--- src/rtl/fir_sample_sched.sv ---
// Sample scheduler for the 10-tap transposed FIR MAC: divides the clock into the sample strobe,
// buffers one input sample, double-buffers coefficients and zero-flushes the taps on disable.
module fir_sample_sched #(
    parameter int SAMPLE_DIV = 40,
    parameter int NTAP       = 10,
    parameter int DW         = 16,
    parameter int CW         = 16
) (
    input  logic                 iClk_12M,
    input  logic                 iRst,
    input  logic                 iEnable,
    input  logic                 iInValid,
    input  logic signed [DW-1:0] iInData,
    output logic                 oInReady,
    input  logic                 iCoeffWr,
    input  logic [3:0]           iCoeffAddr,
    input  logic signed [CW-1:0] iCoeffData,
    input  logic                 iCoeffCommit,
    output logic                 oCommitDone,
    input  logic                 iClrStatus,
    output logic [NTAP*CW-1:0]   oCoeffBus,
    output logic                 oEnSample,
    output logic signed [DW-1:0] oFirIn,
    input  logic signed [DW-1:0] iMac,
    output logic signed [DW-1:0] oOut,
    output logic                 oOutValid,
    output logic                 oUnderflow,
    output logic                 oBusy
);

    localparam int CNT_W = $clog2(SAMPLE_DIV);
    localparam int FC_W  = $clog2(NTAP + 1);

    typedef enum logic [1:0] {
        S_IDLE  = 2'd0,
        S_RUN   = 2'd1,
        S_FLUSH = 2'd2
    } state_t;

    state_t                state_q, state_d;
    logic [CNT_W-1:0]      cnt_q, cnt_d;
    logic [FC_W-1:0]       flush_cnt_q, flush_cnt_d;
    logic                  buf_full_q, buf_full_d;
    logic signed [DW-1:0]  smp_buf_q, smp_buf_d;
    logic signed [DW-1:0]  fir_in_q, fir_in_d;
    logic signed [DW-1:0]  out_q, out_d;
    logic                  out_vld_q, out_vld_d;
    logic                  underflow_q, underflow_d;
    logic                  pending_q, pending_d;
    logic signed [CW-1:0]  shadow_q [NTAP];
    logic signed [CW-1:0]  shadow_d [NTAP];
    logic signed [CW-1:0]  active_q [NTAP];
    logic signed [CW-1:0]  active_d [NTAP];

    logic load, strobe, flush_enter, xfer, do_copy;

    // Load precedes the strobe by one cycle so oFirIn is settled for the whole strobe.
    assign load        = (state_q != S_IDLE) && (cnt_q == CNT_W'(SAMPLE_DIV - 2));
    assign strobe      = (state_q != S_IDLE) && (cnt_q == CNT_W'(SAMPLE_DIV - 1));
    assign flush_enter = (state_q == S_RUN) && (state_d == S_FLUSH);
    assign xfer        = iInValid && oInReady;

    always_ff @(posedge iClk_12M or posedge iRst) begin
        if (iRst) begin
            state_q <= S_IDLE;
        end else begin
            state_q <= state_d;
        end
    end

    always_comb begin
        state_d = state_q;
        case (state_q)
            S_IDLE:  if (iEnable) state_d = S_RUN;
            S_RUN:   if (!iEnable) state_d = S_FLUSH;
            S_FLUSH: if (strobe && (flush_cnt_q == FC_W'(NTAP))) state_d = S_IDLE;
            default: state_d = S_IDLE;
        endcase
    end

    always_comb begin
        oBusy       = (state_q != S_IDLE);
        oEnSample   = strobe;
        oInReady    = (state_q == S_RUN) && !buf_full_q;
        do_copy     = pending_q && ((state_q == S_IDLE) || load);
        oCommitDone = do_copy;
    end

    always_comb begin
        if ((state_q == S_IDLE) || (state_d == S_IDLE)) begin
            cnt_d = '0;
        end else if (cnt_q == CNT_W'(SAMPLE_DIV - 1)) begin
            cnt_d = '0;
        end else begin
            cnt_d = cnt_q + CNT_W'(1);
        end

        flush_cnt_d = flush_cnt_q;
        if (flush_enter) begin
            flush_cnt_d = '0;
        end else if ((state_q == S_FLUSH) && strobe) begin
            flush_cnt_d = flush_cnt_q + FC_W'(1);
        end

        buf_full_d  = buf_full_q;
        smp_buf_d   = smp_buf_q;
        fir_in_d    = fir_in_q;
        underflow_d = underflow_q;
        if (iClrStatus) begin
            underflow_d = 1'b0;
        end
        if (load && (state_q == S_RUN)) begin
            if (buf_full_q) begin
                fir_in_d   = smp_buf_q;
                buf_full_d = 1'b0;
            end else begin
                fir_in_d    = '0;
                underflow_d = 1'b1;
            end
        end else if (load) begin
            fir_in_d = '0;
        end
        // A sample taken on the load cycle waits for the next period; flush entry discards it.
        if (xfer) begin
            buf_full_d = 1'b1;
            smp_buf_d  = iInData;
        end
        if (flush_enter) begin
            buf_full_d = 1'b0;
        end

        out_vld_d = strobe;
        out_d     = strobe ? iMac : out_q;

        shadow_d = shadow_q;
        if (iCoeffWr && (int'(iCoeffAddr) < NTAP)) begin
            shadow_d[iCoeffAddr] = iCoeffData;
        end
        active_d  = do_copy ? shadow_q : active_q;
        pending_d = iCoeffCommit || (pending_q && !do_copy);
    end

    always_ff @(posedge iClk_12M or posedge iRst) begin
        if (iRst) begin
            cnt_q       <= '0;
            flush_cnt_q <= '0;
            buf_full_q  <= 1'b0;
            smp_buf_q   <= '0;
            fir_in_q    <= '0;
            out_q       <= '0;
            out_vld_q   <= 1'b0;
            underflow_q <= 1'b0;
            pending_q   <= 1'b0;
            for (int k = 0; k < NTAP; k++) begin
                shadow_q[k] <= '0;
                active_q[k] <= '0;
            end
        end else begin
            cnt_q       <= cnt_d;
            flush_cnt_q <= flush_cnt_d;
            buf_full_q  <= buf_full_d;
            smp_buf_q   <= smp_buf_d;
            fir_in_q    <= fir_in_d;
            out_q       <= out_d;
            out_vld_q   <= out_vld_d;
            underflow_q <= underflow_d;
            pending_q   <= pending_d;
            shadow_q    <= shadow_d;
            active_q    <= active_d;
        end
    end

    always_comb begin
        oCoeffBus = '0;
        for (int k = 0; k < NTAP; k++) begin
            oCoeffBus[k*CW +: CW] = active_q[k];
        end
    end

    assign oFirIn     = fir_in_q;
    assign oOut       = out_q;
    assign oOutValid  = out_vld_q;
    assign oUnderflow = underflow_q;

endmodule

--- config.mk ---
export PLATFORM = sky130hd
export DESIGN_NAME = fir_sample_sched
export DESIGN_NICKNAME = d
export VERILOG_FILES = /design/src/rtl/fir_sample_sched.sv
export SDC_FILE = /design/constraint.sdc
export NUM_CORES = 1
export LEC_CHECK = 0
export BUFFER_PORTS_ARGS = -buffer_cell sky130_fd_sc_hd__buf_2
export CORE_ASPECT_RATIO = 1.25
export CORE_MARGIN = 2
export CORE_UTILIZATION = 50
export CTS_CLUSTER_DIAMETER = 100
export DETAILED_ROUTE_END_ITERATION = 16
export PLACE_DENSITY_LB_ADDON = 0.2
export SYNTH_ARGS = -nofsm -noshare
export SYNTH_HDL_FRONTEND = slang
export SYNTH_SLANG_ARGS = --single-unit
--- constraint.sdc ---
create_clock -name iClk_12M -period 14.5 [get_ports iClk_12M]
set_clock_uncertainty 0.2 [all_clocks]
set_input_delay 4.35 -clock iClk_12M [delete_from_list [all_inputs] [get_ports iClk_12M]]
set_output_delay 4.35 -clock iClk_12M [all_outputs]
set_load 0.02 [all_outputs]
======== Word level (Yosys, flattened, before mapping) ========
Cells that the tools add are included.
word-level totals
  register bits ........................... 384
  input port bits ......................... 59
  output and inout bits ................... 198
  logic and storage cells ................. 85
operators by class
  $add $sub $neg .......................... 2
  $lt $le $gt $ge ......................... 3
  equal/unequal tests ..................... 6
  mux-type cells .......................... 20
  bitwise gates (word level) .............. 1
  reductions and logical operators ........ 23
operators by type and width
  operator               count
  $bwmux W160            1
  $demux W16 S4          1
  $mux W16               4
  $eq A6 B6 Y1 const B   2
  $logic_and A1 B1 Y1    12
  $mux W6                2
  $mux W4                2
  $add A6 B1 Y6 const B  1
  $mux W1                6
  $mux W2                3
  $pmux W2 S3            1
  $reduce_bool A2 Y1     3
  $ge A5 B5 Y1 const B   1
  $lt A5 B1 Y1 const B   1
  $not A4 Y5             1
  $add A4 B1 Y4 const B  1
  $eq A2 B2 Y1 const B   2
  $eq A4 B4 Y1 const B   1
  $logic_not A2 Y1       2
  $lt A4 B4 Y1 const B   1
  $logic_or A1 B1 Y1     3
  $reduce_bool A3 Y1     1
  $eq A2 B1 Y1 const B   1
  $logic_not A1 Y1       2

======== Logic depth before layout (Yosys ltp) ========
Gate-level depths: netlist of the first run.
  word-level depth ........................ 8
  mapped depth ............................ 7
  mapped depth without buffers ............ 5

======== Worst setup path before layout of the first run ========
No wires, ideal clock.
  path type ............................... register to output
  start point ............................. reg pending_q
  end point ............................... out oCommitDone
  arrival time ............................ 1.395 ns
  required time ........................... 9.950 ns
  slack ................................... 8.555 ns
  cell stages (with the launch flop) ...... 5
  path buffers ............................ 3
  cell sequence ........................... dfrtp_1 > clkbuf_1 > clkbuf_1 > clkbuf_1 > nor2b_1
on the way
  longest elaborated chain between the ends .. 1
ends and longest elaborated chain
  what                      line  source
  start: declaration        49    logic pending_q, pending_d;
  start signal: assignment  167   pending_q <= pending_d;
  $logic_and A1 B1 Y1       85    do_copy = pending_q && ((state_q == S_IDLE) || load);
  end: declaration          19    output logic oCommitDone,
No other way between the ends.

======== Final worst setup path of the first run ========
  start point ............................. reg cnt_q[2]
  end point ............................... out oCommitDone
on the way
  longest elaborated chain between the ends .. 4
ends and longest elaborated chain
  what                      line  source
  start: declaration        41    logic [CNT_W-1:0] cnt_q, cnt_d;
  start signal: assignment  159   cnt_q <= cnt_d;
  $eq A6 B6 Y1              58    assign load = (state_q != S_IDLE) && (cnt_q == CNT_W'(SAMPLE_DIV - 2));
  $logic_and A1 B1 Y1       58
  $logic_or A1 B1 Y1        85
  $logic_and A1 B1 Y1       85
No other way between the ends.

==> summary.md, run 1 <==
| Metric | Value |
|---|---|
| Pre-antenna DRT Iters | `5` |
| Yosys warns | `0` |
| Largest cells by area after synthesis | `dfrtp_1 56%, o211ai_1 14%, mux2_2 12%, nand2b_1 5.9%, nand2_1 3.7%` |
| Peak Freq | `140 MHz` |
| Routed wire length | `~45000 um` |
| Wire per inst | `21.4 um` |
| CTS tree | `done` |
| Post-CTS Setup Inserts | `0` |
| Min Tclk post-route | `approximately 7000 ps` |
| Largest net degree at the start of global routing | `roughly 190` |
| TritonCTS Buffers | `39` |
| Final Wtd Congestion | `between 0.7 and 0.8` |
| Routed Antenna Nets | `0` |
| CP arrival | `2590 ps` |
| Share of cells above drive strength 1 | `roughly 32%` |
| Setup crit start | `cnt_q[2]` |
| Num rows | `75` |
| Proportion of synthesized flip-flops having asynchronous set or reset | `100%` |
| Drt initial violations | `1184` |
| CP max FO | `162` |
| Hold Crit Start | `shadow_q[1]` |
| DRC Markers | `0` |
| CP Class | `reg2out` |
| NetSw | `about 1.6 mW` |
| Post-DR vias/cell | `5.97` |
| Clk pwr share | `25.0%` |
| Area share of the largest cell type after synthesis | `a little under three fifths` |
| Die H | `211 um` |
| Dpl hpwl | `~26000 um` |
| Crit path launch type | `register` |
| Core ar. | `33700 um2` |
| Layout Utilization | `59.1%` |
| Vias in the first global route | `12224` |
| Flop pwr share | `41.0%` |
| Clk pin slew, worst setup/hold paths | `about 60 ps` |
| Initial Util | `51.0%` |
| Initial antenna violation count | `5` |
| Seq/Total Area, Yosys | `a little under three fifths` |
| CTS root buf | `clkbuf_16` |
| Slew Limit Fails | `0` |
| Post-Syn Area per Cell | `11.7 um2` |
| Die area | `35900 um2` |
| Yosys reg bits | `about 380` |
| Internal power | `2.64 mW` |
| Ys flop type | `dfrtp_1` |
| Type of the tightest min-delay check | `reg2reg` |
| Delay of the slowest critical-path stage | `580 ps` |
| Worst path cell trace | `and4bb_1 -> a21oi_4 -> buf_12 -> nor2b_1 -> buf_2` |
| CTS max path bufs | `3` |
| First-pass GRT wire length | `about 70000 um` |
| Actual slew at the worst max-slew pin | `1110 ps` |
| Crit. End Element | `primary output` |
| Logic pwr share | `34.1%` |
| Synth area leader | `dfrtp_1` |
| Syn_nets | `1530` |
| Port Buf Inserts | `256` |
| Crit path max-delay cell type | `buf_12` |
| Final Cycle Share | `49.3%` |
| Top-count cell post-synth | `dfrtp_1` |
| Remaining global-route overflow | `0` |
| FF-to-FF Start | `cnt_q[2]` |
| Die Wd | `170 um` |
| Fin. Hold Viols | `0` |
| Final setup violation count | `0` |
| Synth Instances | `~1500` |
| Switching Fraction | `37.9%` |
| Max Cap Violations | `0` |
| Post-cts hold buffer count | `0` |
| EDFF count, synth | `0` |
| Synth cell count leaders | `384 x dfrtp_1, 320 x o211ai_1, 182 x mux2_2` |
| Via count | `12448` |
| Netlist cell types | `51` |
| Leak | `8.70 nW` |
| Data required, critical path | `9950 ps` |
| Sink Count | `384` |
| NumNets Final | `between 1500 and 2000` |
| H-Tree Depth | `2` |
| Total Routing Usage GR | `roughly a quarter` |
| Post-Syn Area | `17200 um2` |
| Setup TNS Final | `0 ps` |
| Power density cells | `213 nW/um2` |
| Reg2reg setup slack | `roughly 11000 ps` |
| Ports | `257` |
| Post_cts resized | `0` |
| Slew Limit Headroom | `25.7%` |
| Clock Latency Late Sink | `530 ps` |
| Layout overhead on the synthesized area | `15.8%` |
| RSZ-0062 raised after global routing | `false` |
| VDD IR max | `0.151 mV` |
| Status | `completed` |
sequential cells by signal (all words and copies together) (netlist names):
register / flops
buf_full_q: 1
cnt_q: 6
flush_cnt_q: 4
oCoeffBus: 160
oFirIn: 16
oOut: 16
oOutValid: 1
oUnderflow: 1
pending_q: 1
shadow_q: 160
smp_buf_q: 16
state_q: 2
kinds of logic after synthesis:
kind of cell	count (synthesis)	synth area share, %
flops	384	55.9
simple gates	373	11.5
buf+inv	154	3.80
compound gates	357	15.7
xor+xnor	3	0.153
fa+ha+maj	4	0.291
mux	192	12.6
per-layer routing:
metal  up-vias  part of all wire [%]  global-route usage (%)
met4         4                   2.1                    6.93
met2       352                    48                    40.1
li1       5608                     -                       -
met5         -                 0.051                       0
met3        60                   5.7                    4.33
met1      6424                    44                    35.2
area by class of cell:
class	count	area [um2]
Antenna cell	2	5.00
Clock buffer	62	1250
Clock inverter	9	120
Fill cell	2810	13800
Inverter	10	51.3
Multi-Input combinational cell	929	6940
Sequential cell	384	9610
Tap cell	423	529
Timing Repair Buffer	267	1390
worst max-delay path, delay by kind of cell, from the launching register on:
kind                   cells  cell delay, ps
buffers and inverters      2             770
AND/OR/NAND/NOR            2             510
flip-flops                 1             460
AO/OA/AOI/OAI              1             230
per-stage QoR:
stage / power (mW) / area, um2 / hold slack, ps / worst slack, ps / instances
finish: 4.24 / 19900 / 288 / 7360 / 2086
global route: 4.49 / 19900 / 306 / 7220 / 2085
global placement: 3.16 / 18500 / 271 / 7720 / 2013
CTS: 4.28 / 19900 / 294 / 7370 / 2084
floorplan: 2.71 / 17200 / 258 / 4790 / 1467
detailed placement: 3.21 / 18500 / 277 / 7710 / 2013
path summary, 6_finish.rpt:
| kind | cells past startpoint | endpoint |
|---|---|---|
| max in group asynchronous | 4 | shadow_q[154] |
| max | 5 | oCommitDone |
| min | 1 | shadow_q[1] |
| max reg2reg | 5 | oCoeffBus[120] |
| min in group asynchronous | 2 | oCoeffBus[46] |
| min reg2reg | 1 | shadow_q[1] |
power groups by stage:
| stage | logic, mW | registers, mW | clock network, mW |
|---|---|---|---|
| global route | 1.58 | 1.78 | 1.12 |
| global placement | 1.43 | 1.73 | 0 |
| CTS | 1.46 | 1.74 | 1.08 |
| floorplan | 0.790 | 1.92 | 0 |
| detailed placement | 1.46 | 1.75 | 0 |
| finish | 1.45 | 1.74 | 1.06 |
cells in the final DEF (no fill, tap or decap), drive strengths merged, types with 2 or more instances in the layout:
cell / netlist / final
a31oi: 3 / 3
inv: 10 / 9
nand3b: 2 / 2
nand2: 172 / 172
nor3b: 3 / 3
nand2b: 162 / 162
o21ai: 3 / 3
nor2b: 5 / 5
clkbuf: 75 / 62
mux2: 192 / 192
a311oi: 2 / 2
nor3: 4 / 4
clkinv: 0 / 6
xor2: 2 / 2
nand4: 2 / 2
nor2: 6 / 6
and4b: 2 / 2
dfrtp: 384 / 384
a21oi: 5 / 5
a21o: 2 / 2
diode: 0 / 2
ha: 4 / 4
o211ai: 320 / 320
a22o: 15 / 15
nand3: 6 / 6
bufinv: 0 / 3
buf: 69 / 267
No activity file was read; power rests on OpenSTA's default activity.
==> inputs of run 2 (changes only) <==
- ABC_AREA: default -> 1
- clock period: 14.5 -> 7.3 ns (I/O delays scaled with it)
==> summary.md, run 2 <==
| Metric | Value |
|---|---|
| Post-synthesis simple-gate area fraction | `between 20% and 30%` |
| Clk pwr share | `27.0%` |
| Status | `completed` |
| Seq/Total Area, Yosys | `66.7%` |
| Die H | `194 um` |
| RSZ-0062 raised after global routing | `false` |
| Largest net degree at the start of global routing | `185` |
| Crit path launch type | `register` |
| Share of cells above drive strength 1 | `18.9%` |
| Slew Limit Headroom | `between 20% and 30%` |
| Fillers | `between 2000 and 3000` |
| Post-CTS Setup Inserts | `0` |
| Min Tclk post-route | `4970 ps` |
| Ys flop type | `dfrtp_1` |
| NumNets Final | `1814` |
| Wire per inst | `16.6 um` |
| First-pass GRT wire length | `56800 um` |
| Leak | `9.09 nW` |
| Peak Freq | `201 MHz` |
| Switching Fraction | `a little over a third` |
| CP Class | `reg2out` |
| VDD IR max | `0.220 mV` |
| Max Cap Violations | `0` |
| Post-Synth Adder-Cell Area | `0.347%` |
| Syn_nets | `1587` |
| Post-DR vias/cell | `between 5 and 6` |
| Port Buf Inserts | `between 200 and 300` |
| Post-cts hold buffer count | `0` |
| Final Cycle Share | `68.0%` |
| Num rows | `69` |
| Clk pin slew, worst setup/hold paths | `60 ps` |
| Yosys warns | `0` |
| Initial Util | `about half` |
| Layout overhead on the synthesized area | `18.3%` |
| Internal power | `4.49 mW` |
| Routed wire length | `35400 um` |
| Sink Count | `384` |
| # diodes | `0` |
| Final Wtd Congestion | `0.761` |
| CTS max path bufs | `3` |
| Largest cells by area after synthesis | `dfrtp_1 67%, nand2_1 19%, o21ai_0 4.6%, a21oi_1 1.7%, nor2_1 1.6%` |
| Vias in the first global route | `just over 10000` |
| NetSw | `2.59 mW` |
| Post-Synth XOR/XNOR Area | `0.182%` |
| Post-synthesis mux area share | `0%` |
| Final setup violation count | `0` |
| Power density cells | `415 nW/um2` |
| CTS root buf | `clkbuf_16` |
| Die area | `around 30000 um2` |
| Crit. End Element | `primary output` |
| EDFF count, synth | `0` |
| Multi-input logic area | `4290 um2` |
| Top-count cell post-synth | `nand2_1` |
| Synth Instances | `1524` |
| Flop pwr share | `~44%` |
| Drt initial violations | `a little over 900` |
| Post-Syn Area per Cell | `9.45 um2` |
| Pre-antenna DRT Iters | `5` |
| Data required, critical path | `4910 ps` |
| Proportion of synthesized flip-flops having asynchronous set or reset | `100%` |
| Synth cell count leaders | `728 x nand2_1, 384 x dfrtp_1, 132 x o21ai_0` |
| Fin cells | `2131` |
| Ports | `257` |
| Yosys reg bits | `384` |
| Area share of the largest cell type after synthesis | `66.7%` |
| Netlist cell types | `29` |
| Post-Syn Area | `14400 um2` |
| H-Tree Depth | `2` |
| Layout Utilization | `60.0%` |
| DRC Markers | `0` |
| Compound-Gate Fraction of Synth Area | `6.53%` |
| Type of the tightest min-delay check | `reg2reg` |
| Clock Latency Late Sink | `approximately 510 ps` |
| Fin. Hold Viols | `0` |
| Commonest cells after routing, fill and taps aside | `728 x nand2_1, 384 x dfrtp_1, 256 x buf_2, 132 x o21ai_0, 62 x nor2_1` |
| Most common cell after layout, fill and taps aside | `nand2_1` |
| Post_cts resized | `0` |
| Die Wd | `156 um` |
| CP max FO | `74` |
| Dpl hpwl | `21600 um` |
| Initial antenna violation count | `0` |
| Via count | `10846` |
| Largest family of logic cells by synthesized area | `simple AND/OR/NAND/NOR gates` |
| Total Routing Usage GR | `23.9%` |
| Logic pwr share | `between 20% and 30%` |
| Inst Count DP | `approximately 2100` |
| Core ar. | `28400 um2` |
| CP arrival | `2580 ps` |
| Remaining global-route overflow | `0` |
| Actual slew at the worst max-slew pin | `roughly 1100 ps` |
| Slew Limit Fails | `0` |
| Routed Antenna Nets | `0` |
| CTS tree | `done` |
| TritonCTS Buffers | `38` |
| Reg area | `9610 um2` |
| Synth area leader | `dfrtp_1` |
## run 2: worst max-delay path, stage by stage, from the launching register on
cell and delay, ps:
dfrtp_1 430, inv_1 110, ha_1 170, nand3_2 100
nor2_2 130, nor2_1 80, nor2_4 70, buf_4 630
buf_2 320
## run 2: cell families after synthesis
| family | count (synthesis) |
|---|---|
| buf+inv | 112 |
| compound gates | 186 |
| fa+ha+maj | 4 |
| simple gates | 835 |
| flops | 384 |
| xor+xnor | 3 |
## run 2: final timing paths
check                            start              to  slack [ps]  cells after the start
min reg2reg                shadow_q[4]  oCoeffBus[148]         260                      2
min                        shadow_q[4]  oCoeffBus[148]         260                      2
min in group asynchronous         iRst   shadow_q[132]        1590                      2
max in group asynchronous         iRst    shadow_q[12]        3920                      3
max                           cnt_q[0]     oCommitDone        2330                      8
max reg2reg                   cnt_q[0]   oCoeffBus[61]        4110                     10
## run 2: final cells by class
class,instances,area share (%)
multi-input combinational,1028,25.2
clock inverter,7,0.404
sequential,384,56.4
inverter,38,0.859
tap,355,2.61
timing repair buffer,261,7.88
clock buffer,58,6.73
## run 2: through the flow
| stage | hold WS (ps) | TNS, ps | power (mW) | worst slack (ps) | cell area (um2) |
|---|---|---|---|---|---|
| after CTS | 265 | 0 | 7.15 | 2290 | 17000 |
| after global placement | 250 | 0 | 5.16 | 2890 | 15800 |
| final | 265 | 0 | 7.08 | 2330 | 17000 |
| after global routing | 284 | 0 | 7.54 | 2100 | 17000 |
| after floorplan | 242 | -96760 | 4.51 | -252 | 14400 |
| after detailed placement | 252 | 0 | 5.22 | 2850 | 15800 |
## run 2: power groups by stage
stage | logic, mW | clock network (mW) | registers (mW)
floorplan | 0.982 | 0 | 3.53
global placement | 2.01 | 0 | 3.15
detailed placement | 2.05 | 0 | 3.16
CTS | 2.07 | 1.95 | 3.14
global route | 2.28 | 2.05 | 3.21
finish | 2.03 | 1.91 | 3.14
## run 2: routing by layer
layer | track usage, % | share of wire, % | vias up | routed length [um]
met3 | 5.74 | 7.1 | 48 | 2510
met1 | 32.5 | 42 | 5271 | 14900
met5 | 0 | 0 | - | 0
li1 | - | - | 5218 | -
met4 | 6.86 | 2.6 | 0 | 909
met2 | 38.7 | 48 | 309 | 17100
